### src/rtl/mips_isa_pkg.sv
// ---------------------------------------------------------------------------
// mips_isa_pkg
// Shared MIPS encoding constants used by the instruction encoder (and by the
// main controller's decode):
//   - symbolic Operation enum values (0..20); anything above OP_LAST is illegal
//   - I-type opcodes and R-type funct codes
//   - bit positions of the instruction format fields
//   - encoder FSM state type
// ---------------------------------------------------------------------------
package mips_isa_pkg;

  // Symbolic operations presented on the encoder input
  localparam logic [4:0] OP_ADD   = 5'd0;
  localparam logic [4:0] OP_ADDU  = 5'd1;
  localparam logic [4:0] OP_SUB   = 5'd2;
  localparam logic [4:0] OP_SUBU  = 5'd3;
  localparam logic [4:0] OP_AND   = 5'd4;
  localparam logic [4:0] OP_OR    = 5'd5;
  localparam logic [4:0] OP_XOR   = 5'd6;
  localparam logic [4:0] OP_NOR   = 5'd7;
  localparam logic [4:0] OP_SLT   = 5'd8;
  localparam logic [4:0] OP_SLTU  = 5'd9;
  localparam logic [4:0] OP_LW    = 5'd10;
  localparam logic [4:0] OP_SW    = 5'd11;
  localparam logic [4:0] OP_BEQ   = 5'd12;
  localparam logic [4:0] OP_BNE   = 5'd13;
  localparam logic [4:0] OP_ANDI  = 5'd14;
  localparam logic [4:0] OP_ORI   = 5'd15;
  localparam logic [4:0] OP_XORI  = 5'd16;
  localparam logic [4:0] OP_ADDI  = 5'd17;
  localparam logic [4:0] OP_ADDIU = 5'd18;
  localparam logic [4:0] OP_SLTI  = 5'd19;
  localparam logic [4:0] OP_SLTIU = 5'd20;
  localparam logic [4:0] OP_LAST  = 5'd20;

  // Primary opcodes (bits 31:26)
  localparam logic [5:0] OPC_RTYPE = 6'h00;
  localparam logic [5:0] OPC_BEQ   = 6'h04;
  localparam logic [5:0] OPC_BNE   = 6'h05;
  localparam logic [5:0] OPC_ADDI  = 6'h08;
  localparam logic [5:0] OPC_ADDIU = 6'h09;
  localparam logic [5:0] OPC_SLTI  = 6'h0A;
  localparam logic [5:0] OPC_SLTIU = 6'h0B;
  localparam logic [5:0] OPC_ANDI  = 6'h0C;
  localparam logic [5:0] OPC_ORI   = 6'h0D;
  localparam logic [5:0] OPC_XORI  = 6'h0E;
  localparam logic [5:0] OPC_LW    = 6'h23;
  localparam logic [5:0] OPC_SW    = 6'h2B;

  // R-type function codes (bits 5:0)
  localparam logic [5:0] FN_ADD  = 6'h20;
  localparam logic [5:0] FN_ADDU = 6'h21;
  localparam logic [5:0] FN_SUB  = 6'h22;
  localparam logic [5:0] FN_SUBU = 6'h23;
  localparam logic [5:0] FN_AND  = 6'h24;
  localparam logic [5:0] FN_OR   = 6'h25;
  localparam logic [5:0] FN_XOR  = 6'h26;
  localparam logic [5:0] FN_NOR  = 6'h27;
  localparam logic [5:0] FN_SLT  = 6'h2A;
  localparam logic [5:0] FN_SLTU = 6'h2B;

  // Field positions (LSB of each field)
  localparam int OPCODE_LSB = 26;
  localparam int RS_LSB     = 21;
  localparam int RT_LSB     = 16;
  localparam int RD_LSB     = 11;
  localparam int SHAMT_LSB  = 6;
  localparam int FUNCT_LSB  = 0;
  localparam int IMM_LSB    = 0;

  // Encoder FSM states
  typedef enum logic [1:0] {
    ST_ACCEPT = 2'd0,
    ST_WRITE  = 2'd1,
    ST_FULL   = 2'd2
  } enc_state_t;

endpackage

### src/rtl/instruction_encoder_if.sv
// ---------------------------------------------------------------------------
// instruction_encoder_if
// Groups the symbolic-instruction input handshake and the instruction-memory
// write bus of the instruction encoder.
//   slave  : encoder side (receives instructions, drives memory writes)
//   master : producer / memory side
// ---------------------------------------------------------------------------
interface instruction_encoder_if #(
  parameter int ADDRESS_WIDTH = 8
);
  logic                     In_Valid;
  logic                     In_Ready;
  logic [4:0]               Operation;
  logic [4:0]               Rs;
  logic [4:0]               Rt;
  logic [4:0]               Rd;
  logic [15:0]              Immediate;
  logic                     Memory_Write;
  logic [ADDRESS_WIDTH-1:0] Memory_Address;
  logic [31:0]              Memory_Write_Data;

  modport slave (
    input  In_Valid, Operation, Rs, Rt, Rd, Immediate,
    output In_Ready, Memory_Write, Memory_Address, Memory_Write_Data
  );

  modport master (
    output In_Valid, Operation, Rs, Rt, Rd, Immediate,
    input  In_Ready, Memory_Write, Memory_Address, Memory_Write_Data
  );
endinterface

### src/rtl/instruction_word_builder.sv
// ---------------------------------------------------------------------------
// instruction_word_builder
// Purely combinational: maps a symbolic operation plus register/immediate
// fields onto a 32-bit MIPS machine word. shamt is always zero. Operations
// above OP_LAST raise illegal and produce an all-zero word.
// Ports:
//   operation, rs, rt, rd, immediate : symbolic instruction fields
//   word                             : encoded machine word
//   illegal                          : operation has no encoding
// ---------------------------------------------------------------------------
module instruction_word_builder
  import mips_isa_pkg::*;
(
  input  logic [4:0]  operation,
  input  logic [4:0]  rs,
  input  logic [4:0]  rt,
  input  logic [4:0]  rd,
  input  logic [15:0] immediate,
  output logic [31:0] word,
  output logic        illegal
);

  logic [5:0] opcode;
  logic [5:0] funct;
  logic       is_rtype;

  // Operation lookup and field packing
  always_comb begin
    opcode   = OPC_RTYPE;
    funct    = 6'h00;
    is_rtype = 1'b0;
    illegal  = 1'b0;
    word     = 32'h0000_0000;

    case (operation)
      OP_ADD:   begin is_rtype = 1'b1; funct = FN_ADD;  end
      OP_ADDU:  begin is_rtype = 1'b1; funct = FN_ADDU; end
      OP_SUB:   begin is_rtype = 1'b1; funct = FN_SUB;  end
      OP_SUBU:  begin is_rtype = 1'b1; funct = FN_SUBU; end
      OP_AND:   begin is_rtype = 1'b1; funct = FN_AND;  end
      OP_OR:    begin is_rtype = 1'b1; funct = FN_OR;   end
      OP_XOR:   begin is_rtype = 1'b1; funct = FN_XOR;  end
      OP_NOR:   begin is_rtype = 1'b1; funct = FN_NOR;  end
      OP_SLT:   begin is_rtype = 1'b1; funct = FN_SLT;  end
      OP_SLTU:  begin is_rtype = 1'b1; funct = FN_SLTU; end
      OP_LW:    opcode = OPC_LW;
      OP_SW:    opcode = OPC_SW;
      OP_BEQ:   opcode = OPC_BEQ;
      OP_BNE:   opcode = OPC_BNE;
      OP_ANDI:  opcode = OPC_ANDI;
      OP_ORI:   opcode = OPC_ORI;
      OP_XORI:  opcode = OPC_XORI;
      OP_ADDI:  opcode = OPC_ADDI;
      OP_ADDIU: opcode = OPC_ADDIU;
      OP_SLTI:  opcode = OPC_SLTI;
      OP_SLTIU: opcode = OPC_SLTIU;
      default:  illegal = 1'b1;
    endcase

    if (illegal) begin
      word = 32'h0000_0000;
    end else if (is_rtype) begin
      word[OPCODE_LSB +: 6] = OPC_RTYPE;
      word[RS_LSB     +: 5] = rs;
      word[RT_LSB     +: 5] = rt;
      word[RD_LSB     +: 5] = rd;
      word[SHAMT_LSB  +: 5] = 5'h00;
      word[FUNCT_LSB  +: 6] = funct;
    end else begin
      // Immediate passes through untouched; extension is the datapath's job
      word[OPCODE_LSB +: 6]  = opcode;
      word[RS_LSB     +: 5]  = rs;
      word[RT_LSB     +: 5]  = rt;
      word[IMM_LSB    +: 16] = immediate;
    end
  end

endmodule

### src/rtl/instruction_encoder.sv
// ---------------------------------------------------------------------------
// instruction_encoder
// Accepts symbolic instructions over a valid/ready handshake, encodes each
// into a 32-bit MIPS word and writes it to instruction memory at an
// auto-incrementing word address. One word per two cycles.
// Ports:
//   Clock, Reset : rising-edge clock, synchronous active-high reset
//   Restart      : pulse; clears pointer, Full and Error, returns to ACCEPT
//   bus          : instruction input handshake + memory write bus (slave)
//   Word_Count   : words written since Reset/Restart
//   Full         : DEPTH words written, input no longer accepted
//   Error        : sticky, an illegal Operation was accepted
// ---------------------------------------------------------------------------
module instruction_encoder
  import mips_isa_pkg::*;
#(
  parameter int ADDRESS_WIDTH = 8,
  parameter int DEPTH         = 256
) (
  input  logic                     Clock,
  input  logic                     Reset,
  input  logic                     Restart,
  instruction_encoder_if.slave     bus,
  output logic [ADDRESS_WIDTH:0]   Word_Count,
  output logic                     Full,
  output logic                     Error
);

  localparam logic [ADDRESS_WIDTH:0] DEPTH_COUNT = (ADDRESS_WIDTH + 1)'(DEPTH);

  enc_state_t                 state_r;
  enc_state_t                 state_next;
  logic                       in_ready_r;
  logic [31:0]                word_r;
  logic [ADDRESS_WIDTH-1:0]   addr_r;
  logic [ADDRESS_WIDTH:0]     count_r;
  logic                       error_r;

  logic [31:0]                word_s;
  logic                       illegal_s;
  logic                       accept_fire_s;
  logic                       legal_fire_s;
  logic [ADDRESS_WIDTH:0]     count_plus_one_s;

  instruction_word_builder u_builder (
    .operation (bus.Operation),
    .rs        (bus.Rs),
    .rt        (bus.Rt),
    .rd        (bus.Rd),
    .immediate (bus.Immediate),
    .word      (word_s),
    .illegal   (illegal_s)
  );

  // Restart outranks a same-cycle handshake
  assign accept_fire_s    = bus.In_Valid && in_ready_r && !Restart;
  assign legal_fire_s     = accept_fire_s && !illegal_s;
  assign count_plus_one_s = count_r + {{ADDRESS_WIDTH{1'b0}}, 1'b1};

  // Next-state logic
  always_comb begin
    state_next = state_r;
    case (state_r)
      ST_ACCEPT: begin
        if (legal_fire_s) begin
          state_next = ST_WRITE;
        end else begin
          state_next = ST_ACCEPT;
        end
      end
      ST_WRITE: begin
        if (count_plus_one_s == DEPTH_COUNT) begin
          state_next = ST_FULL;
        end else begin
          state_next = ST_ACCEPT;
        end
      end
      ST_FULL:  state_next = ST_FULL;
      default:  state_next = ST_ACCEPT;
    endcase
    if (Restart) begin
      state_next = ST_ACCEPT;
    end else begin
      state_next = state_next;
    end
  end

  // State, pointer, captured word and sticky error registers
  always_ff @(posedge Clock) begin
    if (Reset) begin
      state_r    <= ST_ACCEPT;
      in_ready_r <= 1'b0;
      word_r     <= 32'h0000_0000;
      addr_r     <= '0;
      count_r    <= '0;
      error_r    <= 1'b0;
    end else begin
      state_r    <= state_next;
      in_ready_r <= (state_next == ST_ACCEPT);
      if (legal_fire_s) begin
        word_r <= word_s;
        addr_r <= count_r[ADDRESS_WIDTH-1:0];
      end
      if (Restart) begin
        count_r <= '0;
        error_r <= 1'b0;
      end else begin
        if (accept_fire_s && illegal_s) begin
          error_r <= 1'b1;
        end
        if (state_r == ST_WRITE) begin
          count_r <= count_plus_one_s;
        end
      end
    end
  end

  // The strobe is squashed in the same cycle by Reset or Restart so a
  // pending word never reaches memory.
  assign bus.Memory_Write      = (state_r == ST_WRITE) && !Reset && !Restart;
  assign bus.Memory_Address    = addr_r;
  assign bus.Memory_Write_Data = word_r;
  assign bus.In_Ready          = in_ready_r;
  assign Word_Count            = count_r;
  assign Full                  = (state_r == ST_FULL);
  assign Error                 = error_r;

endmodule

### src/flat_wrapper.sv
// flat-port wrapper written by rule: the top's interface ports become plain ports
module instruction_encoder_flat import mips_isa_pkg::*;
#(
  parameter int ADDRESS_WIDTH = 8,
  parameter int DEPTH         = 256
)
  (Clock, Reset, Restart, Word_Count, Full, Error, bus_In_Valid, bus_Operation, bus_Rs, bus_Rt, bus_Rd, bus_Immediate, bus_In_Ready, bus_Memory_Write, bus_Memory_Address, bus_Memory_Write_Data);
  instruction_encoder_if #(.ADDRESS_WIDTH(ADDRESS_WIDTH)) bus_i ();
  input  logic Clock;
  input  logic Reset;
  input  logic Restart;
  output logic [ADDRESS_WIDTH:0] Word_Count;
  output logic Full;
  output logic Error;
  input wire logic [$bits(bus_i.In_Valid)-1:0] bus_In_Valid;
  input wire logic [$bits(bus_i.Operation)-1:0] bus_Operation;
  input wire logic [$bits(bus_i.Rs)-1:0] bus_Rs;
  input wire logic [$bits(bus_i.Rt)-1:0] bus_Rt;
  input wire logic [$bits(bus_i.Rd)-1:0] bus_Rd;
  input wire logic [$bits(bus_i.Immediate)-1:0] bus_Immediate;
  output wire logic [$bits(bus_i.In_Ready)-1:0] bus_In_Ready;
  output wire logic [$bits(bus_i.Memory_Write)-1:0] bus_Memory_Write;
  output wire logic [$bits(bus_i.Memory_Address)-1:0] bus_Memory_Address;
  output wire logic [$bits(bus_i.Memory_Write_Data)-1:0] bus_Memory_Write_Data;
  assign bus_i.In_Valid = bus_In_Valid;
  assign bus_i.Operation = bus_Operation;
  assign bus_i.Rs = bus_Rs;
  assign bus_i.Rt = bus_Rt;
  assign bus_i.Rd = bus_Rd;
  assign bus_i.Immediate = bus_Immediate;
  assign bus_In_Ready = bus_i.In_Ready;
  assign bus_Memory_Write = bus_i.Memory_Write;
  assign bus_Memory_Address = bus_i.Memory_Address;
  assign bus_Memory_Write_Data = bus_i.Memory_Write_Data;
  instruction_encoder #(.ADDRESS_WIDTH(ADDRESS_WIDTH), .DEPTH(DEPTH)) u_core (.Clock(Clock), .Reset(Reset), .Restart(Restart), .bus(bus_i), .Word_Count(Word_Count), .Full(Full), .Error(Error));
endmodule
### config.mk
export PLATFORM = sky130hd
export DESIGN_NAME = instruction_encoder_flat
export DESIGN_NICKNAME = d
export VERILOG_FILES = /design/src/rtl/mips_isa_pkg.sv /design/src/rtl/instruction_encoder_if.sv /design/src/rtl/instruction_word_builder.sv /design/src/rtl/instruction_encoder.sv /design/src/flat_wrapper.sv
export SDC_FILE = /design/constraint.sdc
export NUM_CORES = 1
export LEC_CHECK = 0
export CORE_MARGIN = 1.5
export CORE_UTILIZATION = 28
export CTS_CLUSTER_SIZE = 14
export DETAILED_ROUTE_END_ITERATION = 6
export MAX_ROUTING_LAYER = met4
export PLACE_DENSITY_LB_ADDON = 0.25
export SYNTH_ARGS = -nofsm -noshare
export SYNTH_HDL_FRONTEND = slang
export SYNTH_HIERARCHICAL = 1
export SYNTH_SLANG_ARGS = --single-unit
### constraint.sdc
create_clock -name Clock -period 2.4 [get_ports Clock]
set_clock_uncertainty 0.1 [all_clocks]
set_input_delay 0.48 -clock Clock [delete_from_list [all_inputs] [get_ports Clock]]
set_output_delay 0.48 -clock Clock [all_outputs]
set_load 0.1 [all_outputs]
==> flow_summary.toml, run 1 <==
[status]
status = "finished, final reports clean"

[grt]
grt_pass1_wl_um = 11400
grt_max_degree = 43
antenna_found_initial = 0
grt_util_all_layers = 0.145
overflow = 0
grt_pass1_vias = 2404

[setup_path]
critPathLaunch = "bus_Operation[1]"
arrival_ns = 2.24
worstReg2RegStart = "u_core/Word_Count[0]"
r2r_slack_ns = 0.40
crit_required_ns = 2.54
cpMaxStageDelayCell = "clkdlybuf4s50_1"
setup.worst_path.end = "u_core/bus.Memory_Address[4]"
critPathCaptureType = "flop"
crit_path_max_incr_delay_ns = 0.43
worstRegToRegCells = 5
cp-start-kind = "input pin"
criticalPathCategory = "input pin to flop"
crit_path_max_fanout = 35
crit_chain = "clkdlybuf4s50_1 -> o21a_4 -> o21ai_2 -> inv_1 -> buf_4 -> nor3_2 -> buf_12 -> nand2_1 -> a21oi_1"
r2r-end = "u_core/bus.In_Ready"

[timing]
post-route-period-util = 0.875
min_period_ns = 2.10
max_freq_ghz = 0.476
worst_slack_ns = 0.300
rsz0062_at_grt = "no"
finalMaxSlewViolations = 0
report.final.setup_viol = 0
finalHoldViolCount = 0
hold_slack_ns = 0.358

[power_and_ir_drop]
vdd_drop_max_mv = 0.225
power_switching_share = 0.291
power_w = 0.00173
powerDensity_nw_per_um2 = 466
seqPwrFrac = 0.519
p_sw_w = 0.000504
leakage_nw = 1.42
intPower_w = 0.00123
pwr-share-comb = 0.191
clkPwrFrac = 0.290

[synthesis]
async_flop_share = 0
ys_seq_elements = 53
synth_ff_type = "dfxtp_1"
yosysWarnings = 6
yosys-top-cells-area = "dfxtp_1 39%, nand2_1 13%, a21oi_1 9.3%"
yosys.area.top_type_share = 0.392
ys_seq_area_frac = 0.392
yosysTopAreaCell = "dfxtp_1"
syn_area_per_cell_um2 = 7.81
syn_inst = 346
yosysUniqueCellTypes = 55
syn-num-nets = 388
syn_area_um2 = 2700
synth_edf_count = 0

[drt]
wl_per_cell_um = 12.8
ant_nets = 0
via_per_inst = 4.60
firstDrtPassIters = 4
drc_errors = 0
via_count = 2584
dr.first_iter.drc_count = 56
drt-total-wl_um = 7190

[cells_and_area]
drive_gt1_frac = 0.231
fill_cells = 964
antenna_cells = 0
final_cell_mix = "94 x nand2_1, 66 x buf_4, 50 x a21oi_1, 47 x dfxtp_1, 38 x clkdlybuf4s50_1"
final_common_cell = "nand2_1"
final_util = 0.400
nNetsFinal = 474
area_growth_pct = 37.4

[placed_design]
dp_slack_ns = -0.0160
hpwlAfterDp_um = 5240
io_buffers = 92
place.gp.congestion = 0.814

[clock_tree]
cts_hold_buf = 0
cts_tree = "built"
cts_root_buf = "clkbuf_8"
htreeDepth = 2
post_cts_buffers = 0
path_clk_slew_ns = 0.09
clkLatencyLatePin_ns = 0.31
cts_made_buffers = 5
cts_sinks = 53
post_cts_resized = 0
max-clock-path-buffers = 2

[hold_path]
hp-class = "flop to flop"

[die]
ios = 93
coreArea_um2 = 9280
die_w_um = 101
fp.dieH_um = 101
floorplan.initialDensity = 0.291
rows = 35
dieArea_um2 = 10300

[run]
maxCapViolations = 0
[power by group through the flow]
stage	clock network [W]	logic, W	registers [W]
after CTS	0.000530	0.000334	0.000898
final	0.000502	0.000331	0.000898
after detailed placement	0	0.000333	0.000919
after global placement	0	0.000330	0.000919
after floorplan	0	0.000127	0.000997
after global routing	0.000554	0.000356	0.000900
[synth_stat cells, types with 2 or more instances]
cell	n
a21oi_1	50
ha_1	2
dfxtp_1	53
mux2i_1	7
and2b_1	3
a2111o_1	2
inv_1	5
nand4_1	3
buf_2	2
nor2_1	13
buf_6	5
nor3_1	5
xor2_1	2
nand2b_1	3
buf_4	4
xnor2_1	5
nand2_1	94
nor3b_1	3
nor4_1	3
o21ai_0	7
o22ai_1	3
o2bb2ai_1	6
o31ai_1	2
o21a_1	2
buf_8	2
clkbuf_1	15
nand3_1	2
and2_1	16
[flip-flops by register name (all words and copies together) (netlist names)]
signal	count
u_core/bus.In_Ready	1
u_core/bus.Memory_Write_Data	32
u_core/bus.Memory_Address	8
u_core/state_r	2
u_core/Error	1
u_core/Word_Count	9
[how the worst min path moves through the flow]
stage,start,to,slack [ns],cells past startpoint
6_report,u_core/bus.Memory_Write_Data[22],u_core/bus.Memory_Write_Data[22],0.36,2
3_3_place_gp,u_core/bus.Memory_Write_Data[20],u_core/bus.Memory_Write_Data[20],0.34,2
2_1_floorplan,u_core/state_r[1],u_core/state_r[0],0.35,1
3_5_place_dp,u_core/bus.Memory_Address[2],u_core/bus.Memory_Address[2],0.35,2
4_1_cts,u_core/bus.Memory_Address[2],u_core/bus.Memory_Address[2],0.36,2
5_1_grt,u_core/bus.Memory_Write_Data[27],u_core/bus.Memory_Write_Data[27],0.38,2
[final cells by class]
type	instances	area, µm²	share of cell area
clock inverters	3	17.5	0.00472
inverters	6	22.5	0.00606
multi-input cells	259	1460	0.392
flip-flops and latches	53	1070	0.288
well taps	129	161	0.0434
repair buffers	107	921	0.248
clock buffers	5	68.8	0.0185
[per-layer routing]
layer | up-vias | wire length (µm) | share of wire | GRT usage
li1 | 1337 | - | - | -
met1 | 1174 | 3290 | 0.46 | 0.179
met2 | 64 | 3550 | 0.49 | 0.246
met3 | 9 | 300 | 0.042 | 0.0255
met4 | 0 | 49 | 0.0068 | 0.0395
met5 | - | 0 | 0 | -
[critical path, delay by kind of cell]
family / cells / cell delay, ns
AND/OR/NAND/NOR: 2 / 0.33
AO/OA/AOI/OAI: 3 / 0.51
buffers and inverters: 4 / 0.90
[cell families (layout without fill, tap and decap cells)]
| family | after synthesis | count (layout) | synth area share |
|---|---|---|---|
| flops | 53 | 53 | 0.392 |
| compound gates | 86 | 86 | 0.200 |
| fa+ha+maj | 2 | 2 | 0.00925 |
| mux | 8 | 8 | 0.0301 |
| xor+xnor | 7 | 7 | 0.0227 |
| buf+inv | 34 | 121 | 0.0759 |
| other cells | 1 | 1 | 0.00139 |
| simple gates | 155 | 155 | 0.268 |
[stage by stage]
step / instance area [µm²] / setup TNS [ns] / cells
6_report: 3710 / 0 / 562
5_1_grt: 3710 / 0 / 562
4_1_cts: 3710 / 0 / 562
3_5_place_dp: 3630 / -0.0612 / 554
3_3_place_gp: 3630 / 0 / 554
2_1_floorplan: 2720 / 0 / 346
Power figures use the tool's default switching activity.
==> run 2, diff against run 1 <==
- CORE_MARGIN: 1.5 -> 2
- SYNTH_HIERARCHICAL: 1 -> unset
==> flow_summary.toml, run 2 <==
[status]
status = "finished, final reports clean"

[die]
ios = 93
fp.dieH_um = 96.8
floorplan.initialDensity = 0.291
dieArea_um2 = 9370
rows = 33
die_w_um = 96.8
coreArea_um2 = 8300

[placed_design]
dp_cells = 478
io_buffers = 91
hpwlAfterDp_um = 5110
place.gp.congestion = 0.835
dp_slack_ns = 0.130

[synthesis]
yosysMostFrequentCell = "dfxtp_1"
yosysWarnings = 0
ys_seq_elements = 52
syn_area_per_cell_um2 = 8.38
syn_inst = 288
yosys-top-cells-area = "dfxtp_1 43%, a21oi_1 10%, o21ai_0 8.1%"
yosys.area.top_type_share = 0.432
synth_ff_type = "dfxtp_1"
yosysUniqueCellTypes = 49
syn-num-nets = 329
synthTopCellsByCount = "52 x dfxtp_1, 48 x a21oi_1, 39 x o21ai_0"
syn_area_um2 = 2410
async_flop_share = 0
yosysTopAreaCell = "dfxtp_1"
synth_edf_count = 0
ys_seq_area_frac = 0.432

[drt]
via_per_inst = 5.08
firstDrtPassIters = 4
drt-total-wl_um = 7220
via_count = 2468
drc_errors = 0
dr.first_iter.drc_count = 66
wl_per_cell_um = 14.9
ant_nets = 0

[power_and_ir_drop]
seqPwrFrac = 0.473
pwr-share-comb = 0.194
vdd_drop_max_mv = 0.253
powerDensity_nw_per_um2 = 535
intPower_w = 0.00132
leakage_nw = 1.28
power_w = 0.00187
power_switching_share = 0.295
p_sw_w = 0.000554
clkPwrFrac = 0.333

[cells_and_area]
ff_latch_area_um2 = 1050
final_cell_mix = "67 x buf_4, 48 x a21oi_1, 48 x dfxtp_1, 39 x o21ai_0, 38 x clkdlybuf4s50_1"
multi_input_area_um2 = 1260
final_common_cell = "buf_4"
fin_cells = 486
fill_cells = 864
nNetsFinal = 421
drive_gt1_frac = 0.249
antenna_cells = 0
area_growth_pct = 45.1
largest_reg_flops = 31

[grt]
grt_pass1_wl_um = 11800
grt_max_degree = 41
grt_util_all_layers = 0.153
overflow = 0
antenna_found_initial = 0
grt_pass1_vias = 2324

[setup_path]
crit_required_ns = 1.82
worstReg2RegStart = "u_core.Word_Count[4]"
arrival_ns = 1.51
r2r-end = "u_core.bus.In_Ready"
r2r_slack_ns = 0.52
cp_num_buf_inv = 3
critPathCaptureType = "output port"
crit_chain = "clkdlybuf4s50_1 -> inv_1 -> nand2_1 -> nor2_4 -> buf_12"
cp_top_family = "buffers and inverters"
cpMaxStageDelayCell = "clkdlybuf4s50_1"
criticalPathCategory = "input pin to output port"
crit_path_max_fanout = 5
cp-start-kind = "input pin"
crit_path_max_incr_delay_ns = 0.44
worstRegToRegCells = 4

[timing]
finalHoldViolCount = 0
finalMaxSlewViolations = 0
rsz0062_at_grt = "no"
worst_slack_ns = 0.310
post-route-period-util = 0.871
hold_slack_ns = 0.382
report.final.setup_viol = 0
setup_tns_ns = 0
min_period_ns = 2.09
max_freq_ghz = 0.478

[clock_tree]
post_cts_buffers = 0
cts_sinks = 52
clkLatencyLatePin_ns = 0.30
cts_made_buffers = 5
path_clk_slew_ns = 0.11
cts_tree = "built"
post_cts_resized = 0
cts_root_buf = "clkbuf_8"
cts_hold_buf = 0
max-clock-path-buffers = 2
htreeDepth = 2

[hold_path]
hp-class = "flop to flop"
min-delay-start = "u_core.bus.Memory_Write_Data[9]"
holdPathStages = 2
hold-path-endpoint = "u_core.bus.Memory_Write_Data[9]"

[run]
maxCapViolations = 0
-- run 2: cell count changes in the layout (fill, tap and decap cells not counted), sizes merged, moves of 3 or more --
cell / previous run / this run
o211ai: 1 / 6
a211oi: 0 / 8
o2bb2ai: 6 / 0
and2: 16 / 0
nand2: 95 / 9
nand3: 3 / 22
nor2: 14 / 17
nand3b: 0 / 3
o22ai: 4 / 0
o21ai: 10 / 40
-- run 2: cells by family after synthesis --
logic type,share of synthesized area
AO/OA/AOI/OAI,0.284
AND/OR/NAND/NOR,0.176
buffers and inverters,0.0472
flip-flops,0.432
XOR/XNOR,0.0290
other,0.00155
adder cells (fa/ha/maj),0.00519
multiplexers,0.0249
-- run 2: layout make-up --
| cell class | instances | area share |
|---|---|---|
| Multi-Input combinational cell | 209 | 0.361 |
| Timing Repair Buffer | 108 | 0.265 |
| Inverter | 4 | 0.00429 |
| Clock inverter | 3 | 0.0132 |
| Sequential cell | 52 | 0.299 |
| Tap cell | 105 | 0.0375 |
| Clock buffer | 5 | 0.0197 |
-- run 2: worst max-delay path by stage --
stage / endpoint / depth (start not counted) / slack, ns / from
2_1_floorplan: bus_Memory_Write / 5 / -0.02 / Reset
3_3_place_gp: u_core.bus.Memory_Write_Data[3] / 5 / 0.21 / bus_Operation[1]
3_5_place_dp: u_core.bus.Memory_Write_Data[18] / 5 / 0.13 / bus_Operation[4]
4_1_cts: bus_Memory_Write / 5 / 0.30 / Restart
5_1_grt: bus_Memory_Write / 5 / 0.25 / Restart
6_report: bus_Memory_Write / 5 / 0.31 / Restart
-- run 2: tightest hold or removal path, stage by stage, from the launching register on --
cell and delay [ns]:
dfxtp_1 0.32, o21ai_0 0.06, a21oi_1 0.06
-- run 2: metrics by stage --
stage	cell area (µm²)	util
global placement	3390	0.408
CTS	3500	0.422
detailed placement	3390	0.408
global route	3500	0.422
finish	3500	0.422
floorplan	2430	-
-- run 2: power groups by stage --
stage          combinational [W]  clock, W  sequential (W)
6_report                0.000363  0.000623        0.000887
3_5_place_dp            0.000365         0        0.000907
2_1_floorplan           0.000115         0         0.00102
3_3_place_gp            0.000361         0        0.000907
4_1_cts                 0.000365  0.000654        0.000887
5_1_grt                 0.000385  0.000679        0.000890
-- run 2: per-layer routing --
metal / vias to the layer above / routed length (µm) / track usage
met3: 8 / 353 / 0.0289
met1: 1149 / 3350 / 0.197
met5: - / 0 / -
li1: 1229 / - / -
met2: 82 / 3480 / 0.254
met4: 0 / 44 / 0.0260
